`src/rtl/stepper_phase_decode_pkg.sv`:
```
// Shared definitions for the stepper coil-phase decoder: half-step table,
// channel state encoding and position saturation bounds.
package stepper_phase_decode_pkg;

    typedef enum logic [1:0] {
        ST_INIT  = 2'd0,
        ST_TRACK = 2'd1,
        ST_COAST = 2'd2
    } chan_state_t;

    localparam logic [3:0] COAST_PAT = 4'b0000;

    typedef struct packed {
        logic       legal;
        logic [2:0] idx;
    } phase_dec_t;

    // Position of a coil pattern around the 8-entry half-step ring.
    function automatic phase_dec_t decode_phase(input logic [3:0] pat);
        phase_dec_t d;
        d.legal = 1'b1;
        d.idx   = 3'd0;
        case (pat)
            4'b0001: d.idx = 3'd0;
            4'b0011: d.idx = 3'd1;
            4'b0010: d.idx = 3'd2;
            4'b0110: d.idx = 3'd3;
            4'b0100: d.idx = 3'd4;
            4'b1100: d.idx = 3'd5;
            4'b1000: d.idx = 3'd6;
            4'b1001: d.idx = 3'd7;
            default: d.legal = 1'b0;
        endcase
        return d;
    endfunction

    function automatic int pos_max(input int w);
        return (1 << (w - 1)) - 1;
    endfunction

    function automatic int pos_min(input int w);
        return -(1 << (w - 1));
    endfunction

endpackage

```
`src/rtl/stepper_phase_decode_if.sv`:
```
// Coil-phase inputs and decoded position/status outputs of the decoder.
interface stepper_phase_decode_if #(
    parameter int POS_W = 11
);
    logic [3:0]              signal_x;
    logic [3:0]              signal_y;
    logic                    vsync;
    logic                    pos_clr;
    logic                    err_clr;
    logic signed [POS_W-1:0] pos_x;
    logic signed [POS_W-1:0] pos_y;
    logic                    step_x;
    logic                    step_y;
    logic                    dir_x;
    logic                    dir_y;
    logic                    locked_x;
    logic                    locked_y;
    logic                    err_x;
    logic                    err_y;

    modport master (
        output signal_x, signal_y, vsync, pos_clr, err_clr,
        input  pos_x, pos_y, step_x, step_y, dir_x, dir_y,
               locked_x, locked_y, err_x, err_y
    );

    modport slave (
        input  signal_x, signal_y, vsync, pos_clr, err_clr,
        output pos_x, pos_y, step_x, step_y, dir_x, dir_y,
               locked_x, locked_y, err_x, err_y
    );
endinterface

```
`src/rtl/stepper_phase_decode_chan.sv`:
```
// One axis: 2-FF synchronizer, stability filter, INIT/TRACK/COAST tracker
// and saturating signed half-step accumulator.
module stepper_phase_chan
    import stepper_phase_decode_pkg::*;
#(
    parameter int FILTER_CYCLES = 4,
    parameter int POS_W         = 11
) (
    input  logic                    clk,
    input  logic                    rst_n,
    input  logic [3:0]              phase,
    input  logic                    pos_clr,
    input  logic                    err_clr,
    output logic signed [POS_W-1:0] pos,
    output logic                    step,
    output logic                    dir,
    output logic                    locked,
    output logic                    err
);
    localparam logic [4:0] ACCEPT_CNT = 5'(FILTER_CYCLES);
    localparam int         POS_MAX    = pos_max(POS_W);
    localparam int         POS_MIN    = pos_min(POS_W);

    logic [3:0]  sync_meta, sync_pat;
    logic [4:0]  stable_cnt;
    logic        accept;
    chan_state_t state, state_nxt;
    logic [2:0]  idx, idx_nxt;
    logic signed [POS_W-1:0] pos_nxt;
    logic        step_nxt, dir_nxt, err_nxt;
    phase_dec_t  dec;
    logic [2:0]  delta;
    logic        move_en;
    int          move, sum;

    // Counter sticks at ACCEPT_CNT+1 so a held pattern is accepted only once.
    always_ff @(posedge clk or negedge rst_n) begin
        if (!rst_n) begin
            sync_meta  <= '0;
            sync_pat   <= '0;
            stable_cnt <= '0;
        end else begin
            // NOTE: registers take <= so every flop samples pre-edge values; blocking here would collapse the synchronizer.
            sync_meta <= phase;
            sync_pat  <= sync_meta;
            if (sync_meta != sync_pat)
                stable_cnt <= '0;
            else if (stable_cnt <= ACCEPT_CNT)
                stable_cnt <= stable_cnt + 5'd1;
        end
    end

    assign accept = (stable_cnt == ACCEPT_CNT);
    assign dec    = decode_phase(sync_pat);
    assign delta  = dec.idx - idx;

    always_ff @(posedge clk or negedge rst_n) begin
        if (!rst_n) state <= ST_INIT;
        else        state <= state_nxt;
    end

    always_comb begin
        // NOTE: every output gets a default first so no path leaves one unassigned, which would infer a latch.
        state_nxt = state;
        idx_nxt   = idx;
        pos_nxt   = pos;
        dir_nxt   = dir;
        step_nxt  = 1'b0;
        err_nxt   = err_clr ? 1'b0 : err;
        move_en   = 1'b0;
        move      = 0;
        if (accept) begin
            if (sync_pat == COAST_PAT) begin
                if (state == ST_TRACK) state_nxt = ST_COAST;
            end else if (!dec.legal) begin
                err_nxt   = 1'b1;
                state_nxt = ST_INIT;
            end else if (state == ST_TRACK) begin
                idx_nxt = dec.idx;
                case (delta)
                    3'd0: ;
                    3'd1, 3'd2: begin move_en = 1'b1; move = int'(delta);     dir_nxt = 1'b1; end
                    3'd6, 3'd7: begin move_en = 1'b1; move = int'(delta) - 8; dir_nxt = 1'b0; end
                    // Half a cycle (or an odd jump) away: direction cannot be told.
                    default: begin err_nxt = 1'b1; state_nxt = ST_INIT; end
                endcase
            end else begin
                idx_nxt   = dec.idx;
                state_nxt = ST_TRACK;
            end
        end
        sum = int'(pos) + move;
        if (move_en) begin
            step_nxt = 1'b1;
            if (sum > POS_MAX) begin
                pos_nxt = POS_W'(POS_MAX);
                err_nxt = 1'b1;
            end else if (sum < POS_MIN) begin
                pos_nxt = POS_W'(POS_MIN);
                err_nxt = 1'b1;
            end else begin
                pos_nxt = POS_W'(sum);
            end
        end
        if (pos_clr) pos_nxt = '0;
    end

    always_ff @(posedge clk or negedge rst_n) begin
        if (!rst_n) begin
            idx  <= '0;
            pos  <= '0;
            step <= 1'b0;
            dir  <= 1'b0;
            err  <= 1'b0;
        end else begin
            idx  <= idx_nxt;
            pos  <= pos_nxt;
            step <= step_nxt;
            dir  <= dir_nxt;
            err  <= err_nxt;
        end
    end

    assign locked = (state == ST_TRACK);

endmodule

```
`src/rtl/stepper_phase_decode.sv`:
```
// Two-axis stepper coil-phase decoder. Define STEP_DECODE_VSYNC_LATCH_EN to
// present pos_x/pos_y as copies latched on each synchronized vsync rise.
module stepper_phase_decode
    import stepper_phase_decode_pkg::*;
#(
    parameter int FILTER_CYCLES = 4,
    parameter int POS_W         = 11
) (
    input logic                   CLK100MHZ,
    input logic                   reset,
    stepper_phase_decode_if.slave bus
);
    logic signed [POS_W-1:0] cnt_x, cnt_y;

    stepper_phase_chan #(.FILTER_CYCLES(FILTER_CYCLES), .POS_W(POS_W)) u_chan_x (
        .clk(CLK100MHZ), .rst_n(reset), .phase(bus.signal_x),
        .pos_clr(bus.pos_clr), .err_clr(bus.err_clr),
        .pos(cnt_x), .step(bus.step_x), .dir(bus.dir_x),
        .locked(bus.locked_x), .err(bus.err_x)
    );

    stepper_phase_chan #(.FILTER_CYCLES(FILTER_CYCLES), .POS_W(POS_W)) u_chan_y (
        .clk(CLK100MHZ), .rst_n(reset), .phase(bus.signal_y),
        .pos_clr(bus.pos_clr), .err_clr(bus.err_clr),
        .pos(cnt_y), .step(bus.step_y), .dir(bus.dir_y),
        .locked(bus.locked_y), .err(bus.err_y)
    );

`ifdef STEP_DECODE_VSYNC_LATCH_EN
    logic vs_meta, vs_sync, vs_prev, vs_rise_q;
    logic signed [POS_W-1:0] pos_x_q, pos_y_q;

    // Copy taken the cycle after the registered rise so a frame sees one stable value.
    always_ff @(posedge CLK100MHZ or negedge reset) begin
        if (!reset) begin
            vs_meta   <= 1'b0;
            vs_sync   <= 1'b0;
            vs_prev   <= 1'b0;
            vs_rise_q <= 1'b0;
            pos_x_q   <= '0;
            pos_y_q   <= '0;
        end else begin
            vs_meta   <= bus.vsync;
            vs_sync   <= vs_meta;
            vs_prev   <= vs_sync;
            vs_rise_q <= vs_sync & ~vs_prev;
            if (vs_rise_q) begin
                pos_x_q <= cnt_x;
                pos_y_q <= cnt_y;
            end
        end
    end

    assign bus.pos_x = pos_x_q;
    assign bus.pos_y = pos_y_q;
`else
    logic unused_vsync;
    assign unused_vsync = bus.vsync;
    assign bus.pos_x    = cnt_x;
    assign bus.pos_y    = cnt_y;
`endif

endmodule

```
`src/flat_wrapper.sv`:
```
// flat-port wrapper written by rule: the top's interface ports become plain ports
module stepper_phase_decode_flat import stepper_phase_decode_pkg::*;
#(
    parameter int FILTER_CYCLES = 4,
    parameter int POS_W         = 11
)
  (CLK100MHZ, reset, bus_signal_x, bus_signal_y, bus_vsync, bus_pos_clr, bus_err_clr, bus_pos_x, bus_pos_y, bus_step_x, bus_step_y, bus_dir_x, bus_dir_y, bus_locked_x, bus_locked_y, bus_err_x, bus_err_y);
  stepper_phase_decode_if #(.POS_W(POS_W)) bus_i ();
  input logic CLK100MHZ;
  input logic reset;
  input wire logic [$bits(bus_i.signal_x)-1:0] bus_signal_x;
  input wire logic [$bits(bus_i.signal_y)-1:0] bus_signal_y;
  input wire logic [$bits(bus_i.vsync)-1:0] bus_vsync;
  input wire logic [$bits(bus_i.pos_clr)-1:0] bus_pos_clr;
  input wire logic [$bits(bus_i.err_clr)-1:0] bus_err_clr;
  output wire logic [$bits(bus_i.pos_x)-1:0] bus_pos_x;
  output wire logic [$bits(bus_i.pos_y)-1:0] bus_pos_y;
  output wire logic [$bits(bus_i.step_x)-1:0] bus_step_x;
  output wire logic [$bits(bus_i.step_y)-1:0] bus_step_y;
  output wire logic [$bits(bus_i.dir_x)-1:0] bus_dir_x;
  output wire logic [$bits(bus_i.dir_y)-1:0] bus_dir_y;
  output wire logic [$bits(bus_i.locked_x)-1:0] bus_locked_x;
  output wire logic [$bits(bus_i.locked_y)-1:0] bus_locked_y;
  output wire logic [$bits(bus_i.err_x)-1:0] bus_err_x;
  output wire logic [$bits(bus_i.err_y)-1:0] bus_err_y;
  assign bus_i.signal_x = bus_signal_x;
  assign bus_i.signal_y = bus_signal_y;
  assign bus_i.vsync = bus_vsync;
  assign bus_i.pos_clr = bus_pos_clr;
  assign bus_i.err_clr = bus_err_clr;
  assign bus_pos_x = bus_i.pos_x;
  assign bus_pos_y = bus_i.pos_y;
  assign bus_step_x = bus_i.step_x;
  assign bus_step_y = bus_i.step_y;
  assign bus_dir_x = bus_i.dir_x;
  assign bus_dir_y = bus_i.dir_y;
  assign bus_locked_x = bus_i.locked_x;
  assign bus_locked_y = bus_i.locked_y;
  assign bus_err_x = bus_i.err_x;
  assign bus_err_y = bus_i.err_y;
  stepper_phase_decode #(.FILTER_CYCLES(FILTER_CYCLES), .POS_W(POS_W)) u_core (.CLK100MHZ(CLK100MHZ), .reset(reset), .bus(bus_i));
endmodule
```
`config.mk`:
```
export PLATFORM = sky130hd
export DESIGN_NAME = stepper_phase_decode_flat
export DESIGN_NICKNAME = d
export VERILOG_FILES = /design/src/rtl/stepper_phase_decode_pkg.sv /design/src/rtl/stepper_phase_decode_if.sv /design/src/rtl/stepper_phase_decode_chan.sv /design/src/rtl/stepper_phase_decode.sv /design/src/flat_wrapper.sv
export SDC_FILE = /design/constraint.sdc
export NUM_CORES = 1
export LEC_CHECK = 0
export CAP_MARGIN = 20
export CORE_MARGIN = 2
export CORE_UTILIZATION = 55
export CTS_CLUSTER_SIZE = 25
export DETAILED_ROUTE_END_ITERATION = 6
export PLACE_DENSITY = 0.86
export SLEW_MARGIN = 30
export SYNTH_ARGS = -nofsm -noshare
export SYNTH_HDL_FRONTEND = slang
export SYNTH_SLANG_ARGS = --single-unit
```
`constraint.sdc`:
```
create_clock -name CLK100MHZ -period 16.4 [get_ports CLK100MHZ]
set_clock_uncertainty 0.2 [all_clocks]
set_input_delay 4.92 -clock CLK100MHZ [delete_from_list [all_inputs] [get_ports CLK100MHZ]]
set_output_delay 4.92 -clock CLK100MHZ [all_outputs]
set_load 0.005 [all_outputs]
```
==> results of run 1 <==
logic make-up after synthesis:
group,count (synthesis),share of synthesized area (%)
simple gates,167,18.8
compound gates,162,23.6
flops,64,32.6
fa+ha+maj,46,14.5
buf+inv,44,3.87
xor+xnor,30,5.35
mux,6,1.27
worst max-delay path, stage by stage (launching register included):
cell,delay (ns)
dfrtp_1,0.65
xor2_1,0.20
nand2_1,0.09
ha_1,0.20
fa_1,0.38
xor2_1,0.18
or2_2,0.29
mux2i_1,0.25
mux2_2,0.53
nor2b_1,0.20
ha_1,0.20
fa_1,0.43
a21oi_1,0.17
nand4b_1,0.15
and2_1,0.28
o221ai_1,0.15
a21oi_1,0.34
fa_1,0.49
or3b_2,0.50
o41ai_4,0.40
a31oi_2,0.18
nor4_1,0.42
o221a_1,0.23
final cells by class:
cell class	instances	area, um^2	share of cell area (%)
multi-input combinational	411	3120	56.1
sequential	64	1600	28.8
timing repair buffer	42	413	7.42
tap	108	135	2.43
clock buffer	9	124	2.23
inverter	25	93.8	1.69
clock inverter	7	77.6	1.39
power by group:
group          total, mW  switching (mW)  internal (mW)
sequential         0.170         0.00707          0.162
clock              0.140          0.0680         0.0717
combinational     0.0361          0.0193         0.0168
total              0.345          0.0943          0.251
cell usage after synthesis, types with 5 or more instances:
library cell  count
a211oi_1         10
a21o_1            5
a21oi_1          40
a31oi_1           8
and2_1            5
and3_1            5
buf_2             5
clkbuf_1          9
dfrtp_1          64
fa_1             18
ha_1             28
inv_1            24
nand2_1          29
nand2b_1         15
nand3_1          10
nand4_1           7
nor2_1           42
nor2b_1           8
nor3_1           12
o21ai_0          22
o21bai_1          6
o221a_1           5
o221ai_1          7
o31ai_1          11
xnor2_1          21
xor2_1            9
routing by layer:
layer	track usage [%]	wire length (um)
met3	5.39	527
met5	0	0
met4	6.64	204
met1	30.8	4760
met2	41.0	5510
registers in the layout, summed over array words and instances, names as in the netlist, 2 cells and up:
name                        flops
u_core.u_chan_x.idx             3
u_core.u_chan_x.pos            11
u_core.u_chan_x.stable_cnt      5
u_core.u_chan_x.state           2
u_core.u_chan_x.sync_meta       4
u_core.u_chan_x.sync_pat        4
u_core.u_chan_y.idx             3
u_core.u_chan_y.pos            11
u_core.u_chan_y.stable_cnt      5
u_core.u_chan_y.state           2
u_core.u_chan_y.sync_meta       4
u_core.u_chan_y.sync_pat        4
worst paths after layout:
check / end / from / cells after the start
max: u_core.u_chan_x.pos[8] / u_core.u_chan_x.sync_pat[3] / 22
min: u_core.u_chan_y.sync_pat[0] / u_core.u_chan_y.sync_meta[0] / 0
max reg2reg: u_core.u_chan_x.pos[8] / u_core.u_chan_x.sync_pat[3] / 22
min reg2reg: u_core.u_chan_y.sync_pat[0] / u_core.u_chan_y.sync_meta[0] / 0
max in group asynchronous: u_core.u_chan_y.pos[7] / reset / 2
min in group asynchronous: u_core.u_chan_y.pos[4] / reset / 2
per-stage QoR:
stage	setup WS [ns]	power, mW	cells	cell area, um^2	hold slack (ns)
floorplan	9.88	0.197	519	4910	0.173
global route	8.85	0.362	666	5560	0.208
finish	9.21	0.345	666	5560	0.195
CTS	9.28	0.348	666	5560	0.198
global placement	9.53	0.206	650	5360	0.177
detailed placement	9.30	0.208	650	5360	0.181
==> reports/qor.csv, run 1 <==
metric,value,unit
register bit total from synthesis,64,
yosys warns,0,
Static Leak,2.39,nW
Die Y,98.5,um
Hold Buf Count CTS,0,
H-tree levels,3,
Area Growth Syn to Fin,13.3,%
total gr overflow,0,
power per cell area,62.1,nW/um^2
Post-CTS Setup Bufs,0,
cts bufs inserted,9,
fraction of the yosys area taken by sequential cells,32.6,%
most frequent cells in the layout,"dfrtp_1, nor2_1, a21oi_1, clkdlybuf4s50_1, nand2_1",
core area,8680,um^2
Tightest Pin Transition,0.785,ns
post-synth top area share,32.6,%
Post-CTS Resized,0,
Residual DRC,0,
Port-buffer cells,41,
Initial Utilization,56.6,%
Critical Path Fanout Max,18,
# diodes,0,
CTS tree,yes,
# fillers,704,
first-pass GRT wire length,19.4,mm
synth top area cells,"dfrtp_1, fa_1, ha_1",
die area,9700,um^2
Initial DRC Count,194,
antenna-violating nets left,0,
Final Cycle Share,43.8,%
largest net degree at the start of global routing,65,
Clock Pin Slew Worst Setup and Hold Paths,0.08,ns
"IR drop worst, VDD",0.0000410,V
CP required,16.49,ns
final RePlAce weighted congestion,0.932,
DR WL/cell,16.5,um
worst-skew pair later-pin latency,0.35,ns
Util after Layout,64.1,%
Netlist cell types,79,
"leading cell type in the layout, fill and taps excluded",dfrtp_1,
worst min path class,reg -> reg,
R2R setup slack,9.21,ns
Pins Over Slew Limit,0,
Via density,6.34,
Final #Nets,612,
Post-Syn Instances,519,
share of synthesized registers carrying an async set or reset,100,%
Total Neg Setup Slack,0,ns
placement row count,34,
drt pass-1 iters,5,
RSZ-0062 raised after global routing,no,
max_cap viols,0,
Clock Sinks,64,
status,completed,
post-DP HPWL,8.02,mm
Tmin final,7.19,ns
Crit. End Element,register,
syn avg cell area,9.46,um^2
kind of critical path,reg -> reg,
startpoint types,register,
ratio of cells with drive above 1 in the final layout,6.99,%
GRT Util Overall,24.0,%
Post-Syn Area,4910,um^2
relative slew slack,47.7,%
syn nets,578,
clock root buffer,clkbuf_8,
# IOs,43,
Vias,4221,
Post-synth EDFFs,0,
CP Data Arrival Time,7.28,ns
vias in the first global route,4183,
final WL,11.0,mm
DIE WIDTH,98.5,um
CTS max path bufs,2,
leading area contributor after synthesis,dfrtp_1,
Max Fclk,139,MHz
main flop type after synthesis,dfrtp_1,
"Setup violations, final",0,
initial antenna violation count,0,
Final Hold Viols,0,
(Power assumes the default switching activity.)
==> run 2, diff against run 1 <==
==> constraint.sdc (replaced) <==
create_clock -name CLK100MHZ -period 7.3 [get_ports CLK100MHZ]
set_clock_uncertainty 0.2 [all_clocks]
set_input_delay 2.19 -clock CLK100MHZ [delete_from_list [all_inputs] [get_ports CLK100MHZ]]
set_output_delay 2.19 -clock CLK100MHZ [all_outputs]
set_load 0.005 [all_outputs]
==> run 2 against run 1 <==
  * Routed wire length rose by 0.76%
  * Flip-flop and latch count did not move
  * Non-clock buffer count rose by 3
  * Utilization rose by 0.59 points
  * First-iteration DRC count rose by 5.7%
  * Final cell count rose by 0.45%
  * Critical path type unchanged
  * Via count fell by 0.66%
  * Count of clock-buffer cells in the layout did not move
  * Combinational power rose to 2.5 times the previous value
  * Critical endpoint unchanged
  * Fmax rose by 3.4%
  * Largest cell class unchanged
  * Worst hold slack got worse by 0.0039 ns
  * Total power rose by 130%
==> reports/qor.csv, run 2 (same netlist as run 1, synthesis figures left out) <==
metric,value,unit
power per cell area,144,nW/um^2
H-tree levels,3,
core area,8680,um^2
most frequent cells in the layout,"dfrtp_1, nor2_1, a21oi_1, clkdlybuf4s50_1, nand2_1",
Hold Buf Count CTS,0,
Pins Over Slew Limit,0,
CP Data Arrival Time,7.04,ns
Post-CTS Setup Bufs,0,
placement row count,34,
sw power,213,uW
initial antenna violation count,0,
Final Cycle Share,95.3,%
worst-skew pair later-pin latency,0.35,ns
"Setup violations, final",0,
first-pass GRT wire length,19.4,mm
final RePlAce weighted congestion,0.914,
Comb pwr share,11.1,%
Max Fclk,144,MHz
DR WL/cell,16.6,um
Seq pwr share,46.9,%
Initial Utilization,56.6,%
Via density,6.27,
max_cap viols,0,
Tightest Pin Transition,0.790,ns
post-DP HPWL,8.12,mm
startpoint types,register,
Total Neg Setup Slack,0,ns
status,completed,
area occupied by multi-input gates,3130,um^2
CTS max path bufs,2,
Initial DRC Count,205,
Switching Fraction,26.2,%
Crit. End Element,register,
Area Growth Syn to Fin,14.3,%
cts bufs inserted,9,
Hold WS,0.192,ns
CTS tree,yes,
# IOs,43,
antenna-violating nets left,0,
ratio of cells with drive above 1 in the final layout,8.02,%
drt pass-1 iters,5,
Clock Pin Slew Worst Setup and Hold Paths,0.07,ns
Static Leak,2.41,nW
vias in the first global route,4104,
Residual DRC,0,
GRT Util Overall,24.2,%
Final #Nets,615,
"IR drop worst, VDD",0.000109,V
largest registers,"u_core.u_chan_x.pos (11), u_core.u_chan_y.pos (11)",
# fillers,699,
die area,9700,um^2
CP required,7.38,ns
worst min path class,reg -> reg,
Die Y,98.5,um
Critical Path Fanout Max,18,
"leading cell type in the layout, fill and taps excluded",dfrtp_1,
largest net degree at the start of global routing,65,
Final Hold Viols,0,
clock share of power,41.9,%
kind of critical path,reg -> reg,
relative slew slack,47.3,%
RSZ-0062 raised after global routing,no,
P_int,597,uW
final WL,11.1,mm
Clock Sinks,64,
clock root buffer,clkbuf_8,
Util after Layout,64.7,%
Tmin final,6.95,ns
sequential cell area,1600,um^2
# diodes,0,
total gr overflow,0,
DIE WIDTH,98.5,um
Vias,4193,
Port-buffer cells,41,
## run 2: cell count changes in the layout (fill, tap and decap cells not counted), moves of 2 or more
cell        delta
dfrtp_2        +2
buf_4          +3
dfrtp_1        -2
clkinvlp_4     +2
inv_6          -3
## run 2: cell type report
type / instances / share of cell area [%]
repair buffers: 45 / 7.75
clock buffers: 9 / 2.21
inverters: 25 / 1.67
clock inverters: 7 / 1.72
multi-input cells: 411 / 55.7
flip-flops and latches: 64 / 28.6
well taps: 108 / 2.41
## run 2: path summary, 6_finish.rpt
| check | from | endpoint | slack (ns) | depth (start not counted) |
|---|---|---|---|---|
| max | u_core.u_chan_x.sync_pat[1] | u_core.u_chan_x.pos[8] | 0.35 | 22 |
| min | u_core.u_chan_x.sync_meta[3] | u_core.u_chan_x.sync_pat[3] | 0.19 | 0 |
| max reg2reg | u_core.u_chan_x.sync_pat[1] | u_core.u_chan_x.pos[8] | 0.35 | 22 |
| min reg2reg | u_core.u_chan_x.sync_meta[3] | u_core.u_chan_x.sync_pat[3] | 0.19 | 0 |
| max in group asynchronous | reset | u_core.u_chan_x.sync_pat[0] | 4.53 | 2 |
| min in group asynchronous | reset | u_core.u_chan_y.stable_cnt[4] | 1.81 | 2 |
## run 2: worst max-delay path: stages (launching register included)
cell and delay (ns):
dfrtp_2 0.49, xor2_1 0.21, nand2_1 0.09, ha_1 0.19, fa_1 0.37, xor2_1 0.18
or2_2 0.29, mux2i_1 0.23, mux2_2 0.52, nor2b_1 0.20, ha_1 0.21, fa_1 0.43
a21oi_1 0.18, nand4b_1 0.15, and2_1 0.28, o221ai_1 0.14, a21oi_1 0.35, fa_1 0.49
or3b_2 0.50, o41ai_4 0.40, a31oi_2 0.17, nor4_1 0.38, o221a_1 0.23
## run 2: what timing repair did
action / 4_1_cts / 5_1_grt
resized for setup: 0 / 3
setup endpoints to repair: 0 / 9
hold endpoints to repair: 0 / 0
## run 2: per-layer routing
layer  track usage [%]  vias to the layer above  wire length [um]  share of wire [%]
met3              4.82                       17               510                4.6
met1              31.3                     2049              4890                 44
met4              7.90                        0               159                1.4
li1                  -                     2012                 -                  -
met5                 0                        -                 0                  0
met2              41.1                      115              5530                 50
## run 2: metrics by stage
step | power, mW | cells | area, um^2 | setup slack [ns]
floorplan | 0.443 | 519 | 4910 | 0.785
global placement | 0.465 | 653 | 5390 | 0.529
detailed placement | 0.472 | 653 | 5390 | 0.349
CTS | 0.814 | 669 | 5610 | 0.291
global route | 0.845 | 669 | 5620 | 0.0467
finish | 0.810 | 669 | 5620 | 0.346
## run 2: power by group through the flow
| stage | registers [mW] | logic, mW | clock network, mW |
|---|---|---|---|
| after global routing | 0.381 | 0.100 | 0.363 |
| after global placement | 0.385 | 0.0796 | 0 |
| final | 0.380 | 0.0903 | 0.340 |
| after floorplan | 0.379 | 0.0638 | 0 |
| after CTS | 0.379 | 0.0868 | 0.347 |
| after detailed placement | 0.386 | 0.0860 | 0 |
